$ cat config.mk
export PLATFORM = sky130hd
export DESIGN_NAME = life_ctrl
export DESIGN_NICKNAME = d
export VERILOG_FILES = /design/src/rtl/life_ctrl.sv
export SDC_FILE = /design/constraint.sdc
export NUM_CORES = 1
export LEC_CHECK = 0
export BUFFER_PORTS_ARGS = -buffer_cell sky130_fd_sc_hd__buf_4
export CELL_PAD_IN_SITES_DETAIL_PLACEMENT = 1
export CELL_PAD_IN_SITES_GLOBAL_PLACEMENT = 1
export CORE_ASPECT_RATIO = 0.7
export CORE_UTILIZATION = 30
export CTS_BUF_LIST = sky130_fd_sc_hd__clkbuf_4 sky130_fd_sc_hd__clkbuf_8
export DETAILED_ROUTE_END_ITERATION = 12
export PLACE_DENSITY_LB_ADDON = 0.25
export SYNTH_ARGS = -nofsm -noshare
export SYNTH_HDL_FRONTEND = slang
export SYNTH_SLANG_ARGS = --single-unit
$ cat constraint.sdc
create_clock -name clk -period 2.7 [get_ports clk]
set_input_delay 0.54 -clock clk [delete_from_list [all_inputs] [get_ports clk]]
set_output_delay 0.54 -clock clk [all_outputs]
set_load 0.01 [all_outputs]
$ cat src/rtl/life_ctrl.sv
// Upstream controller for the life_col4 tile array: bit-serial pattern load
// followed by paced generation-advance pulses.
module life_ctrl #(
  parameter int COLS  = 4,
  parameter int COL_W = 2,
  parameter int DIV_W = 16
) (
  input  logic             clk,
  input  logic             reset,
  input  logic             load_start,
  input  logic             in_valid,
  output logic             in_ready,
  input  logic             in_bit,
  input  logic             run,
  input  logic [DIV_W-1:0] period,
  output logic             write_enb,
  output logic             val,
  output logic [1:0]       row,
  output logic [COL_W-1:0] col,
  output logic             enable,
  output logic             busy,
  output logic [15:0]      gen_count
);

  localparam int CUR_W = COL_W + 2;
  localparam logic [CUR_W-1:0] LAST = CUR_W'(4 * COLS - 1);

  typedef enum logic [1:0] {IDLE, LOAD, RUN} state_t;

  state_t           state, state_nx;
  logic [CUR_W-1:0] cursor, cursor_nx;
  logic [DIV_W-1:0] div_cnt, div_nx;
  logic             we_nx, val_nx, en_nx;
  logic [1:0]       row_nx;
  logic [COL_W-1:0] col_nx;
  logic [15:0]      gen_nx;
  logic             accept;

  assign in_ready = (state == LOAD);
  assign busy     = (state == LOAD);
  assign accept   = in_valid && in_ready;

  always_comb begin
    state_nx  = state;
    cursor_nx = cursor;
    div_nx    = div_cnt;
    we_nx     = 1'b0;
    val_nx    = val;
    row_nx    = row;
    col_nx    = col;
    en_nx     = 1'b0;
    gen_nx    = gen_count;
    case (state)
      IDLE: begin
        if (load_start) begin
          state_nx  = LOAD;
          cursor_nx = '0;
        end else if (run) begin
          state_nx = RUN;
          div_nx   = '0;
        end
      end
      LOAD: begin
        // A bit accepted alongside load_start still lands at its old address.
        if (accept) begin
          we_nx     = 1'b1;
          val_nx    = in_bit;
          row_nx    = cursor[1:0];
          col_nx    = cursor[CUR_W-1:2];
          cursor_nx = cursor + CUR_W'(1);
        end
        if (load_start) begin
          cursor_nx = '0;
        end else if (accept && cursor == LAST) begin
          state_nx  = run ? RUN : IDLE;
          cursor_nx = '0;
          div_nx    = '0;
          gen_nx    = '0;
        end
      end
      RUN: begin
        if (load_start) begin
          state_nx  = LOAD;
          cursor_nx = '0;
        end else if (!run) begin
          state_nx = IDLE;
        end else if (div_cnt >= period) begin
          en_nx  = 1'b1;
          div_nx = '0;
          gen_nx = gen_count + 16'd1;
        end else begin
          div_nx = div_cnt + DIV_W'(1);
        end
      end
      default: state_nx = IDLE;
    endcase
  end

  always_ff @(posedge clk or negedge reset) begin
    if (!reset) begin
      state     <= IDLE;
      cursor    <= '0;
      div_cnt   <= '0;
      write_enb <= 1'b0;
      val       <= 1'b0;
      row       <= '0;
      col       <= '0;
      enable    <= 1'b0;
      gen_count <= '0;
    end else begin
      state     <= state_nx;
      cursor    <= cursor_nx;
      div_cnt   <= div_nx;
      write_enb <= we_nx;
      val       <= val_nx;
      row       <= row_nx;
      col       <= col_nx;
      enable    <= en_nx;
      gen_count <= gen_nx;
    end
  end

endmodule

==> impl_results.md <==
* Initial antenna violation count at 0
* Register Area at 1130 um2
* Main synth FF type: dfrtp_1
* Die Y at 84.7 um
* Fraction of layout cells with a size suffix above 1 at 20.5%
* First DRT Iteration DRCs at 84
* Floorplan core area at 9290 um2
* Num CTS Buffers at 5
* Hold Buf Count CTS at 0
* Asr flop ratio synth at 100%
* DRC at 0
* Final Core Density at 37.3%
* Tmin final at 2.40 ns
* Max Slew Vio Count at 0
* Port Buffers at 46
* R2R Path Start: div_cnt[14]$_DFFE_PN0P_
* Synth top area share at 38.4%
* Die Wd at 120 um
* Crit-path max FO at 16
* Post-CTS resize count at 0
* DP Worst Slack at 0.0820 ns
* Routability Congestion at 0.752
* Postcts setup bufs at 0
* CTS clock-pin slew for the worst setup and hold paths at 0.10 ns
* Sw frac at 42.7%
* Area growth syn-to-layout at 18.2%
* # diodes at 0
* Post-Syn Instances at 313
* Vias in the first global route at 2,432
* Setup crit start kind: flip-flop
* Final period util at 88.8%
* Switching power at 1.04 mW
* # nets final at 401
* FMAX at 417 MHz
* Final non-filler cell total at 480
* Power Density at 702 nW/um2
* Setup violations, final at 0
* GR Overflow Total at 0
* All-layer global routing usage at 15.1%
* First-pass GRT wire length at 12,100 um
* Multi-input gate area at 1630 um2
* # IOs at 47
* Cells after DPL at 472
* CP Class: reg2reg
* Yosys warns at 0
* Unrepaired setup endpoints after global routing: no
* Worst slew margin at 59.5%
* R2R cell count at 7
* TritonRoute pass-1 iters at 4
* Max_cap viols at 0
* Longest Clk Path Bufs at 2
* Final Hold Fails at 0
* RR Endpoint: gen_count[7]$_DFFE_PN0P_
* CTS tree: yes
* CTS Root Cell: clkbuf_8
* Most frequent cells in the layout: buf_4, dfrtp_1, o21ai_0, inv_1, nand3_1
* Dpl hpwl at 5180 um
* # fillers at 1,083
* Max rail drop VDD at 0.235 mV
* Clk pwr share at 18.6%
* DR WL/cell at 14.9 um
* Hold WS at 0.210 ns
* Status: complete, no violations
* Clock Sinks at 45
* TNS Setup at 0 ns
* Initial core utilization at 31.6%
* Post-synthesis sequential area ratio at 38.4%
* Cell internal pwr at 1.39 mW
* Syn_area_per_cell at 9.37 um2
* Cell taking the most area after synthesis: dfrtp_1
* Gate power share at 43.8%
* HP Class: in2async
* Post-synth EDFFs at 0
* Routed WL at 7130 um
* Critical Path AT at 2.60 ns
* Sequential share of power at 37.6%
* Slack of the critical path at 0.303 ns
* Mapped Area at 2930 um2
* Worst setup EP type: flip-flop
* Commonest non-fill, non-tap cell in the layout: buf_4
* Total number of vias at 2,470
* WP data required at 2.90 ns
* Die ar. at 10,200 um2
* Post-Syn Nets at 359
* Top post-synthesis cells by area: dfrtp_1, ha_1, o21ai_0
* H-Tree Depth at 2
* Via density at 5.15
* Clock latency on the worst-skew pair at 0.31 ns
* Tightest Pin Transition at 0.608 ns
* Largest net degree at the start of global routing at 46
* Final Skew at 0.0150 ns
* Yosys reg bits at 45
* Row count at 29
* Antenna Nets Post-Route at 0
* Reg2Reg Setup Slack at 0.30 ns
* Post-synthesis cell type count at 52
* Leakage at 1.66 nW
## state kept, by name (all words and copies together) (netlist names)
register and count:
div_cnt 16, gen_count 16, cursor 4, col 2
row 2, state 2, enable 1, val 1
write_enb 1
## worst max path at each step
stage | start | endpoint | cells past startpoint
2_1_floorplan | period[13] | div_cnt[4]$_DFFE_PN0P_ | 9
3_3_place_gp | period[14] | gen_count[7]$_DFFE_PN0P_ | 9
3_5_place_dp | period[14] | gen_count[8]$_DFFE_PN0P_ | 9
4_1_cts | div_cnt[14]$_DFFE_PN0P_ | gen_count[7]$_DFFE_PN0P_ | 7
5_1_grt | state[1]$_DFFE_PN0P_ | gen_count[14]$_DFFE_PN0P_ | 6
6_report | div_cnt[14]$_DFFE_PN0P_ | gen_count[7]$_DFFE_PN0P_ | 7
## power by group through the flow
stage / clock network (mW) / registers (mW) / logic (mW)
global placement: 0 / 0.924 / 1.06
floorplan: 0 / 0.933 / 0.738
CTS: 0.472 / 0.917 / 1.07
detailed placement: 0 / 0.928 / 1.07
finish: 0.452 / 0.915 / 1.07
global route: 0.497 / 0.943 / 1.20
## routing by layer
metal  routed length, um  track usage, %
met4                  56            3.41
met5                   0               0
met1                3860            22.7
met2                2940            21.8
met3                 273            3.33
## cell usage after synthesis, types with 7 or more instances
cell type  number
nor2b_1         9
xor2_1          8
a21oi_1         9
nand3_1        25
nand2_1        14
inv_1          25
nor2_1         16
o21ai_0        28
ha_1           24
dfrtp_1        45
a22o_1         11
and3_1         14
nand4_1         7
## per-stage QoR
step                total power [mW]  cell area [um2]
floorplan                       1.67             2930
global placement                1.98             3370
detailed placement              2.00             3370
CTS                             2.46             3470
global route                    2.64             3470
finish                          2.43             3470
## logic make-up after synthesis
family,after synthesis,synth area share [%]
muxes,5,1.92
DFF,45,38.4
AOI/OAI and AO/OA,73,17.4
xor gates and xnor gates,9,2.69
and+or+nand+nor,118,23.4
adders and majority gates,24,10.2
buffers and inverters,39,6.06
## worst max-delay path: stages (launching register included)
cell,delay (ns)
dfrtp_1,0.43
ha_1,0.32
and4_1,0.21
nand2_1,0.11
a311o_1,0.39
nand4_2,0.27
nand2b_4,0.19
a221o_1,0.37
## final cells by class
type                            count  share of cell area [%]
Multi-Input combinational cell    229                    47.0
Timing Repair Buffer               49                    10.6
Inverter                           25                    2.71
Clock inverter                      3                   0.722
Sequential cell                    45                    32.5
Tap cell                          124                    4.47
Clock buffer                        5                    1.98
(Power assumes the default switching activity.)
